**config.mk**
```make
export PLATFORM = sky130hd
export DESIGN_NAME = gpio_timer_peripheral
export DESIGN_NICKNAME = d
export VERILOG_FILES = /design/src/rtl/gpio_timer_pkg.sv /design/src/rtl/gpio_timer_counter.sv /design/src/rtl/gpio_timer_peripheral.sv
export SDC_FILE = /design/constraint.sdc
export NUM_CORES = 1
export LEC_CHECK = 0
export CELL_PAD_IN_SITES_DETAIL_PLACEMENT = 0
export CELL_PAD_IN_SITES_GLOBAL_PLACEMENT = 1
export CORE_UTILIZATION = 40
export CTS_CLUSTER_DIAMETER = 80
export DETAILED_ROUTE_END_ITERATION = 10
export GPL_ROUTABILITY_DRIVEN = 0
export GPL_TIMING_DRIVEN = 0
export PLACE_DENSITY_LB_ADDON = 0.1
export SYNTH_ARGS = -nofsm -noshare
export SYNTH_HDL_FRONTEND = slang
export SYNTH_HIERARCHICAL = 1
export SYNTH_SLANG_ARGS = --single-unit
```
**constraint.sdc**
```tcl
create_clock -name clock -period 4.5 [get_ports clock]
set_clock_uncertainty 0.15 [all_clocks]
set_input_delay 1.125 -clock clock [delete_from_list [all_inputs] [get_ports clock]]
set_output_delay 1.125 -clock clock [all_outputs]
set_load 0.05 [all_outputs]
```
**src/rtl/gpio_timer_pkg.sv**
```systemverilog
`default_nettype none
// ============================================================================
// Module      : gpio_timer_pkg
// Description : Register indices, CTRL bit positions and default region tag
//               for the memory-mapped GPIO/timer peripheral.
// Revision    : 1.0 - initial release
// ============================================================================
package gpio_timer_pkg;

    localparam logic [2:0] REG_COUNT    = 3'd0;
    localparam logic [2:0] REG_LOAD     = 3'd1;
    localparam logic [2:0] REG_CTRL     = 3'd2;
    localparam logic [2:0] REG_GPIO_OUT = 3'd3;
    localparam logic [2:0] REG_GPIO_IN  = 3'd4;
    localparam logic [2:0] REG_STATUS   = 3'd5;

    localparam int CTRL_EN  = 0;
    localparam int CTRL_AR  = 1;
    localparam int CTRL_IRQ = 2;

    localparam logic [7:0] DEFAULT_REGION_TAG = 8'h05;

endpackage
`default_nettype wire

```
**src/rtl/gpio_timer_counter.sv**
```systemverilog
`default_nettype none
// ============================================================================
// Module      : gpio_timer_counter
// Description : Prescaler plus 32-bit down-counter with one-shot / auto-reload.
// Revision    : 1.0 - initial release
// ============================================================================
module gpio_timer_counter
    import gpio_timer_pkg::*;
#(
    parameter int PRESCALE = 1
) (
    input  logic        clk,
    input  logic        rst_n,
    input  logic        i_enable,
    input  logic        i_auto_reload,
    input  logic [31:0] i_load,
    input  logic        i_start,
    output logic [31:0] o_count,
    output logic        o_expire,
    output logic        o_stop
);

    localparam int              c_pw          = (PRESCALE > 1) ? $clog2(PRESCALE) : 1;
    localparam logic [c_pw-1:0] c_presc_last  = c_pw'(PRESCALE - 1);

    logic [c_pw-1:0] r_presc;
    logic [31:0]     r_count;
    logic            r_reload_pend;
    logic            w_tick;

    // A pending reload consumes the tick after an auto-reload expiry.
    assign w_tick   = i_enable && !i_start && (r_presc == c_presc_last);
    assign o_expire = w_tick && !r_reload_pend && (r_count <= 32'd1);
    assign o_stop   = o_expire && !i_auto_reload;
    assign o_count  = r_count;

    always_ff @(posedge clk or negedge rst_n) begin
        if (!rst_n) begin
            r_presc       <= '0;
            r_count       <= '0;
            r_reload_pend <= 1'b0;
        end else if (i_start) begin
            r_presc       <= '0;
            r_count       <= i_load;
            r_reload_pend <= 1'b0;
        end else if (i_enable) begin
            r_presc <= w_tick ? '0 : r_presc + 1'b1;
            if (w_tick) begin
                if (r_reload_pend) begin
                    r_count       <= i_load;
                    r_reload_pend <= 1'b0;
                end else if (r_count == 32'd1) begin
                    r_count       <= '0;
                    r_reload_pend <= i_auto_reload;
                end else if (r_count == 32'd0) begin
                    r_count <= i_auto_reload ? i_load : 32'd0;
                end else begin
                    r_count <= r_count - 32'd1;
                end
            end
        end
    end

endmodule
`default_nettype wire

```
**src/rtl/gpio_timer_peripheral.sv**
```systemverilog
`default_nettype none
// ============================================================================
// Module      : gpio_timer_peripheral
// Description : Memory-mapped GPIO and timer responder with registered reads.
// Revision    : 1.0 - initial release
// ============================================================================
module gpio_timer_peripheral
    import gpio_timer_pkg::*;
#(
    parameter int         GPIO_WIDTH = 16,
    parameter logic [7:0] REGION_TAG = DEFAULT_REGION_TAG,
    parameter int         PRESCALE   = 1
) (
    input  logic                  clock,
    input  logic                  reset_n,
    input  logic [63:0]           address,
    input  logic                  mem_read,
    input  logic                  mem_write,
    input  logic [63:0]           write_data,
    output logic [63:0]           read_data,
    output logic                  read_valid,
    input  logic [GPIO_WIDTH-1:0] gpio_in,
    output logic [GPIO_WIDTH-1:0] gpio_out,
    output logic                  timer_irq
);

    logic                  w_sel, w_rd, w_wr, w_ctrl_wr;
    logic [2:0]            w_idx;
    logic                  w_en_eff, w_start, w_expire, w_stop;
    logic [31:0]           w_count;
    logic [63:0]           w_rdata;
    logic                  w_unused;

    logic [GPIO_WIDTH-1:0] r_sync1, r_sync2, r_gpio_out;
    logic [31:0]           r_load;
    logic [2:0]            r_ctrl;
    logic                  r_status;
    logic [63:0]           r_read_data;
    logic                  r_read_valid;

    assign w_sel     = (address[63:56] == REGION_TAG);
    assign w_idx     = address[2:0];
    assign w_rd      = mem_read && w_sel;
    assign w_wr      = mem_write && w_sel;
    assign w_ctrl_wr = w_wr && (w_idx == REG_CTRL);
    assign w_unused  = &{1'b0, address[55:3], write_data[63:32]};

    // A CTRL write is seen by the counter on its own edge so a disable beats a tick.
    assign w_en_eff = w_ctrl_wr ? write_data[CTRL_EN] : r_ctrl[CTRL_EN];
    assign w_start  = w_ctrl_wr && write_data[CTRL_EN] && !r_ctrl[CTRL_EN];

    gpio_timer_counter #(
        .PRESCALE (PRESCALE)
    ) u_counter (
        .clk           (clock),
        .rst_n         (reset_n),
        .i_enable      (w_en_eff),
        .i_auto_reload (r_ctrl[CTRL_AR]),
        .i_load        (r_load),
        .i_start       (w_start),
        .o_count       (w_count),
        .o_expire      (w_expire),
        .o_stop        (w_stop)
    );

    always_comb begin
        w_rdata = '0;
        case (w_idx)
            REG_COUNT:    w_rdata = {32'd0, w_count};
            REG_LOAD:     w_rdata = {32'd0, r_load};
            REG_CTRL:     w_rdata = {61'd0, r_ctrl};
            REG_GPIO_OUT: w_rdata = 64'(r_gpio_out);
            REG_GPIO_IN:  w_rdata = 64'(r_sync2);
            REG_STATUS:   w_rdata = {63'd0, r_status};
            default:      w_rdata = '0;
        endcase
    end

    always_ff @(posedge clock or negedge reset_n) begin
        if (!reset_n) begin
            r_sync1      <= '0;
            r_sync2      <= '0;
            r_gpio_out   <= '0;
            r_load       <= '0;
            r_ctrl       <= '0;
            r_status     <= 1'b0;
            r_read_data  <= '0;
            r_read_valid <= 1'b0;
        end else begin
            r_sync1      <= gpio_in;
            r_sync2      <= r_sync1;
            r_read_valid <= w_rd;
            if (w_rd)
                r_read_data <= w_rdata;
            if (w_wr && (w_idx == REG_LOAD))
                r_load <= write_data[31:0];
            if (w_ctrl_wr)
                r_ctrl <= write_data[2:0];
            else if (w_stop)
                r_ctrl[CTRL_EN] <= 1'b0;
            if (w_wr && (w_idx == REG_GPIO_OUT))
                r_gpio_out <= write_data[GPIO_WIDTH-1:0];
            // Expiry outranks a simultaneous write-1-to-clear.
            if (w_expire)
                r_status <= 1'b1;
            else if (w_wr && (w_idx == REG_STATUS) && write_data[0])
                r_status <= 1'b0;
        end
    end

    assign read_data  = r_read_data;
    assign read_valid = r_read_valid;
    assign gpio_out   = r_gpio_out;
    assign timer_irq  = r_status && r_ctrl[CTRL_IRQ];

endmodule
`default_nettype wire

```
==> impl_metrics.env, run 1 <==
export IMPL_die_height_um=143
export IMPL_route_detailed_drc=0
export IMPL_syn_inst=732
export IMPL_p_sw_share_pct=32.5
export IMPL_track_usage_pct=24.5
export IMPL_power_frac_clock_pct=38.9
export IMPL_p_seq_share_pct=41.1
export IMPL_vias=6723
export IMPL_synth_edff_count=0
export IMPL_detail_route_antenna_nets=0
export IMPL_fin_cells=1172
export IMPL_pwr_density_cell_mw_per_mm2=348
export IMPL_min_path_type="reg -> reg"
export IMPL_outcome="completed"
export IMPL_worst_path_max_fanout=7
export IMPL_max_slew_worst_pin_slew_ns=1.10
export IMPL_power_switching_mw=1.14
export IMPL_max_freq_ghz=0.233
export IMPL_holdWs_ns=0.199
export IMPL_cts_hold_buf=0
export IMPL_required_ns=4.68
export IMPL_endpoint_kind="flop"
export IMPL_worst_setup_path_start_kind="input pin"
export IMPL_tritoncts="yes"
export IMPL_ys_seq_area_share_pct=47.4
export IMPL_synth_main_ff_cell="dfrtp_1"
export IMPL_p_int_mw=2.37
export IMPL_clockRootBuffer="clkbuf_16"
export IMPL_dp_cells=1140
export IMPL_drv_slew=0
export IMPL_pin_count=230
export IMPL_crit_family="simple AND/OR/NAND/NOR gates"
export IMPL_cpPeakStageDelay_ns=0.67
export IMPL_grt_pass1_wl_um=37500
export IMPL_setup_violations=0
export IMPL_synth_seq_cells=151
export IMPL_dieArea_sq_mm=0.0205
export IMPL_async_reset_ff_share_pct=100
export IMPL_ys_warn_count=6
export IMPL_wl_um=24100
export IMPL_syn_cell_area_sq_mm=0.00797
export IMPL_grt_max_degree=86
export IMPL_holdCritStartpoint="r_sync1[14]"
export IMPL_startpoint="address[61]"
export IMPL_antenna_found_initial=0
export IMPL_arrival_ns=4.47
export IMPL_comb_power_share_pct=20.1
export IMPL_synth_top_area_share_pct=47.4
export IMPL_clk_pin_slew_ns=0.07
export IMPL_viasPerCell=5.74
export IMPL_design_core_area_sq_mm=0.0195
export IMPL_yosys_top_cells_count="151 x dfrtp_1, 65 x nand2_1, 48 x o21ai_0"
export IMPL_ctsLongestPathBuffers=2
export IMPL_hold_viol=0
export IMPL_grt_pass1_vias=6737
export IMPL_cts_sinks=151
export IMPL_drtIter0Drc=586
export IMPL_grt_overflow=0
export IMPL_num_rows=51
export IMPL_final_nets=1044
export IMPL_path_cells="clkdlybuf4s50_1 -> nor4_4 -> nand4_2 -> or4b_4 -> nand2_1 -> nand2b_1 -> nor2_1 -> o21ai_0 -> o31ai_1"
export IMPL_ys_types=78
export IMPL_htree_levels=4
export IMPL_p_leak_nw=4.45
export IMPL_r2r_start="u_counter/o_count[20]"
export IMPL_cp_slowest_cell="nor2_1"
export IMPL_synth_top_cells_by_area="dfrtp_1 47%, mux2_4 5.7%, mux2i_1 4.4%, buf_4 3.1%, nand2_1 3.1%"
export IMPL_crit_buf_inv=1
export IMPL_insertion_delay_ns=0.44
export IMPL_dpl_hpwl_um=17200
export IMPL_drv_cap=0
export IMPL_drive_gt1_share_pct=17.3
export IMPL_synth_area_per_cell_sq_um=10.9
export IMPL_yosysTopAreaCell="dfrtp_1"
export IMPL_n_antenna_cell=0
export IMPL_synth_most_common_cell="dfrtp_1"
export IMPL_synthToLayoutAreaGrowth_pct=27.0
export IMPL_die_width_um=143
export IMPL_wl_per_cell_um=20.6
export IMPL_slew_headroom_pct=26.2
export IMPL_initial_core_util_pct=40.8
export IMPL_drtPass1Iterations=5
export IMPL_ir_drop_v=0.000226
export IMPL_post_route_period_util_pct=95.3
export IMPL_rsz0062_at_grt="false"
export IMPL_path_class="in -> reg"
export IMPL_period_needed_ns=4.29
export IMPL_cts_buffers=17
export IMPL_io_buffer_count=111
==> sequential cells by signal, summed over array words and instances (netlist names) <==
| register | flops |
|---|---|
| gpio_out | 16 |
| r_sync1 | 16 |
| read_data | 32 |
| r_ctrl | 3 |
| r_sync2 | 16 |
| r_status | 1 |
| read_valid | 1 |
| u_counter/o_count | 32 |
| u_counter/r_reload_pend | 1 |
| u_counter/r_presc | 1 |
| r_load | 32 |
==> metrics by stage <==
step	area (sq um)	power [mW]	setup WS (ns)	setup TNS, ns	utilization (%)
floorplan	8090	1.91	0.876	0	-
global placement	9530	2.14	-4.10	-622.01	48.8
detailed placement	9560	2.15	-0.454	-5.87	48.9
CTS	10100	3.53	0.173	0	51.8
global route	10100	3.65	0.0315	0	51.8
finish	10100	3.52	0.211	0	51.8
==> cells by family after synthesis <==
| family | Yosys count | share of synthesized area, % |
|---|---|---|
| XOR/XNOR | 3 | 0.330 |
| AO/OA/AOI/OAI | 196 | 17.1 |
| buffers and inverters | 86 | 6.47 |
| AND/OR/NAND/NOR | 208 | 15.5 |
| multiplexers | 85 | 12.9 |
| flip-flops | 151 | 47.4 |
| adder cells (fa/ha/maj) | 2 | 0.314 |
| other | 1 | 0.0471 |
==> power groups by stage <==
stage	combinational, mW	clock, mW	sequential [mW]
CTS	0.690	1.40	1.44
global placement	0.674	0	1.47
global route	0.756	1.45	1.45
floorplan	0.449	0	1.46
detailed placement	0.686	0	1.47
finish	0.706	1.37	1.44
==> placed cells by master, fill, tap and decap left out, types with 16 or more instances in the layout <==
cell and n:
a21oi_1 39, a22oi_1 19, buf_4 33, clkbuf_1 23, clkbuf_16 17, clkdlybuf4s50_1 110
conb_1 32, dfrtp_1 151, mux2_4 30, mux2i_1 35, nand2_1 65, nand3_1 19
nor2_1 16, nor3_1 17, nor4_1 20, o21ai_0 48
==> worst register-to-register path: stages, from the launching register on <==
cell and delay, ns:
dfrtp_1 0.44, nor4_1 0.65, nand4_2 0.47, o41ai_2 1.04
a21oi_1 0.18, a211o_1 0.30
==> final cells by class <==
class                   count  area (sq um)
flip-flops and latches    151          3780
inverters                  10          37.5
multi-input cells         526          3790
repair buffers            112          1140
fillers                  1823          9410
clock inverters            12           108
plain buffers              76           483
clock buffers              20           447
well taps                 265           332
==> layer usage <==
layer / wire length (um) / vias up / share of wire, % / track usage (%)
li1: - / 3032 / - / -
met1: 10400 / 3283 / 43 / 31.3
met2: 11400 / 334 / 47 / 40.3
met3: 1450 / 74 / 6.0 / 4.63
met4: 874 / 0 / 3.6 / 10.8
met5: 0 / - / 0 / 0
==> path summary, 6_finish.rpt <==
path | to | slack, ns | cells past startpoint
setup / recovery | u_counter/o_count[17] | 0.21 | 9
hold / removal | r_sync2[14] | 0.20 | 0
setup reg to reg | u_counter/o_count[11] | 1.15 | 5
hold reg to reg | r_sync2[14] | 0.20 | 0
max in group asynchronous | read_data[10] | 2.83 | 2
min in group asynchronous | r_load[26] | 0.53 | 1
==> what timing repair did <==
item,CTS,global route
hold endpoints to repair,0,0
endpoints found under the setup margin,1,13
resized for setup,1,7
buffers inserted,0,0
gates cloned,0,0
(Power assumes the default switching activity.)
==> inputs of run 2 (changes only) <==
CORE_ASPECT_RATIO = 0.5   (was unset)
MAX_ROUTING_LAYER = met4   (was unset)
==> run 2 against run 1 <==
Against the previous run: first-iteration DRC count rose by 9.2%; worst hold slack lost 0.00086 ns; combinational power is essentially flat; clock power is essentially flat; via count fell by 3.0%; critical path depth rose by 1; register-to-register slack better by 0.07 ns; die area up 0.17%; largest power group unchanged; largest cell class unchanged; setup slack lost 0.13 ns; cell area barely moved; sequential share of layout area hardly changed; global-route usage rose by 1.2 points.
==> impl_metrics.env, run 2 (synthesis results as in run 1) <==
export IMPL_fin_cells=1173
export IMPL_antenna_found_initial=0
export IMPL_post_route_period_util_pct=98.1
export IMPL_final_nets=1044
export IMPL_r2r_start="u_counter/o_count[8]"
export IMPL_cp_slowest_cell="or4b_4"
export IMPL_route_detailed_drc=0
export IMPL_dpl_hpwl_um=17700
export IMPL_ir_drop_v=0.000228
export IMPL_n_antenna_cell=0
export IMPL_drv_cap=0
export IMPL_viasPerCell=5.56
export IMPL_dieArea_sq_mm=0.0205
export IMPL_holdWs_ns=0.198
export IMPL_path_common_cell="clkbuf_1"
export IMPL_cpPeakStageDelay_ns=0.58
export IMPL_min_path_type="reg -> reg"
export IMPL_ctsLongestPathBuffers=2
export IMPL_dp_cells=1141
export IMPL_outcome="completed"
export IMPL_wl_um=24700
export IMPL_drv_slew=0
export IMPL_required_ns=4.68
export IMPL_die_height_um=102
export IMPL_io_buffer_count=111
export IMPL_r2r_slack_ns=1.22
export IMPL_path_class="in -> reg"
export IMPL_placed_cell_area_sq_mm=0.00956
export IMPL_cts_sinks=151
export IMPL_num_rows=36
export IMPL_hold_viol=0
export IMPL_worst_slack_ns=0.0841
export IMPL_grt_pass1_vias=6133
export IMPL_drtIter0Drc=640
export IMPL_post_cts_buffers=0
export IMPL_setup_violations=0
export IMPL_worstRegToRegCells=5
export IMPL_cts_buffers=17
export IMPL_htree_levels=4
export IMPL_pwr_density_cell_mw_per_mm2=348
export IMPL_tritoncts="yes"
export IMPL_holdCritStartpoint="r_sync1[0]"
export IMPL_clockRootBuffer="clkbuf_16"
export IMPL_synthToLayoutAreaGrowth_pct=27.0
export IMPL_vias=6520
export IMPL_design_core_area_sq_mm=0.0195
export IMPL_worst_setup_path_start_kind="input pin"
export IMPL_max_slew_worst_pin_slew_ns=0.936
export IMPL_crit_family="simple AND/OR/NAND/NOR gates"
export IMPL_detail_route_antenna_nets=0
export IMPL_final_cell_mix="151 x dfrtp_1, 110 x clkdlybuf4s50_1, 65 x nand2_1, 48 x o21ai_0, 39 x a21oi_1"
export IMPL_grt_overflow=0
export IMPL_path_depth=10
export IMPL_die_width_um=202
export IMPL_r2r_end="u_counter/o_count[6]"
export IMPL_drtPass1Iterations=5
export IMPL_slew_headroom_pct=37.1
export IMPL_grt_pass1_wl_um=38100
export IMPL_design_area_sq_mm=0.0101
export IMPL_multiInputGateArea_sq_mm=0.00379
export IMPL_area_sequential_sq_mm=0.00378
export IMPL_fill_cells=1750
export IMPL_rsz0062_at_grt="false"
export IMPL_startpoint="address[61]"
export IMPL_setup_tns_ns=0
export IMPL_initial_core_util_pct=40.9
export IMPL_preCtsSetupSlack_ns=-0.686
export IMPL_worst_path_max_fanout=10
export IMPL_insertion_delay_ns=0.44
export IMPL_hold_depth=0
export IMPL_path_cells="clkdlybuf4s50_1 -> nor4_4 -> nand4_2 -> or4b_4 -> nor2_2 -> or2_2 -> clkbuf_1 -> clkbuf_1 -> o21ai_0 -> o221ai_1"
export IMPL_holdPathEnd="r_sync2[0]"
export IMPL_endpoint_kind="flop"
export IMPL_pin_count=230
export IMPL_grt_max_degree=85
export IMPL_p_leak_nw=4.46
export IMPL_drive_gt1_share_pct=17.4
export IMPL_crit_buf_inv=3
export IMPL_track_usage_pct=25.6
export IMPL_layout_commonest_cell="dfrtp_1"
export IMPL_max_freq_ghz=0.226
export IMPL_clk_pin_slew_ns=0.07
export IMPL_wl_per_cell_um=21.0
export IMPL_arrival_ns=4.60
export IMPL_period_needed_ns=4.42
[run 2: per-layer routing]
metal / GRT usage [%] / vias up / part of all wire (%)
li1: - / 3022 / -
met1: 39.1 / 3183 / 52
met2: 34.6 / 286 / 40
met3: 4.08 / 29 / 6.3
met4: 6.88 / 0 / 1.5
met5: - / - / 0
[run 2: worst max-delay path by stage]
stage	to
2_1_floorplan	u_counter/o_count[5]
3_3_place_gp	r_sync2[4]
3_5_place_dp	u_counter/o_count[18]
4_1_cts	u_counter/o_count[26]
5_1_grt	u_counter/o_count[4]
6_report	u_counter/o_count[30]
[run 2: power breakdown]
group          switching [mW]  internal [mW]
clock                   0.633          0.739
combinational           0.468          0.239
sequential             0.0544           1.39
total                    1.15           2.37
[run 2: worst register-to-register path, stage by stage, from the launching register on]
cell	delay, ns
dfrtp_1	0.50
nor4_1	0.62
nand3_1	0.53
o41ai_2	0.87
o21ai_1	0.15
a211o_1	0.33
[run 2: what timing repair did]
action,CTS,global route
hold buffers,0,0
endpoints found under the setup margin,9,10
resized for setup,2,6
[run 2: layout make-up]
cell class	instances	share of cell area, %
Buffer	76	4.77
Clock buffer	19	4.37
Clock inverter	13	1.14
Inverter	10	0.371
Multi-Input combinational cell	526	37.5
Sequential cell	151	37.3
Tap cell	266	3.29
Timing Repair Buffer	112	11.3
[run 2: through the flow]
stage	power, mW	utilization [%]
final	3.53	51.9
after floorplan	1.91	-
after CTS	3.53	51.9
after global placement	2.16	48.9
after detailed placement	2.16	49.0
after global routing	3.67	51.9
==> inputs of run 3 (changes only) <==
TNS_END_PERCENT = 100   (was unset)
==> results of run 3 <==
Final layout, timing and power as in run 2 (identical DEF).
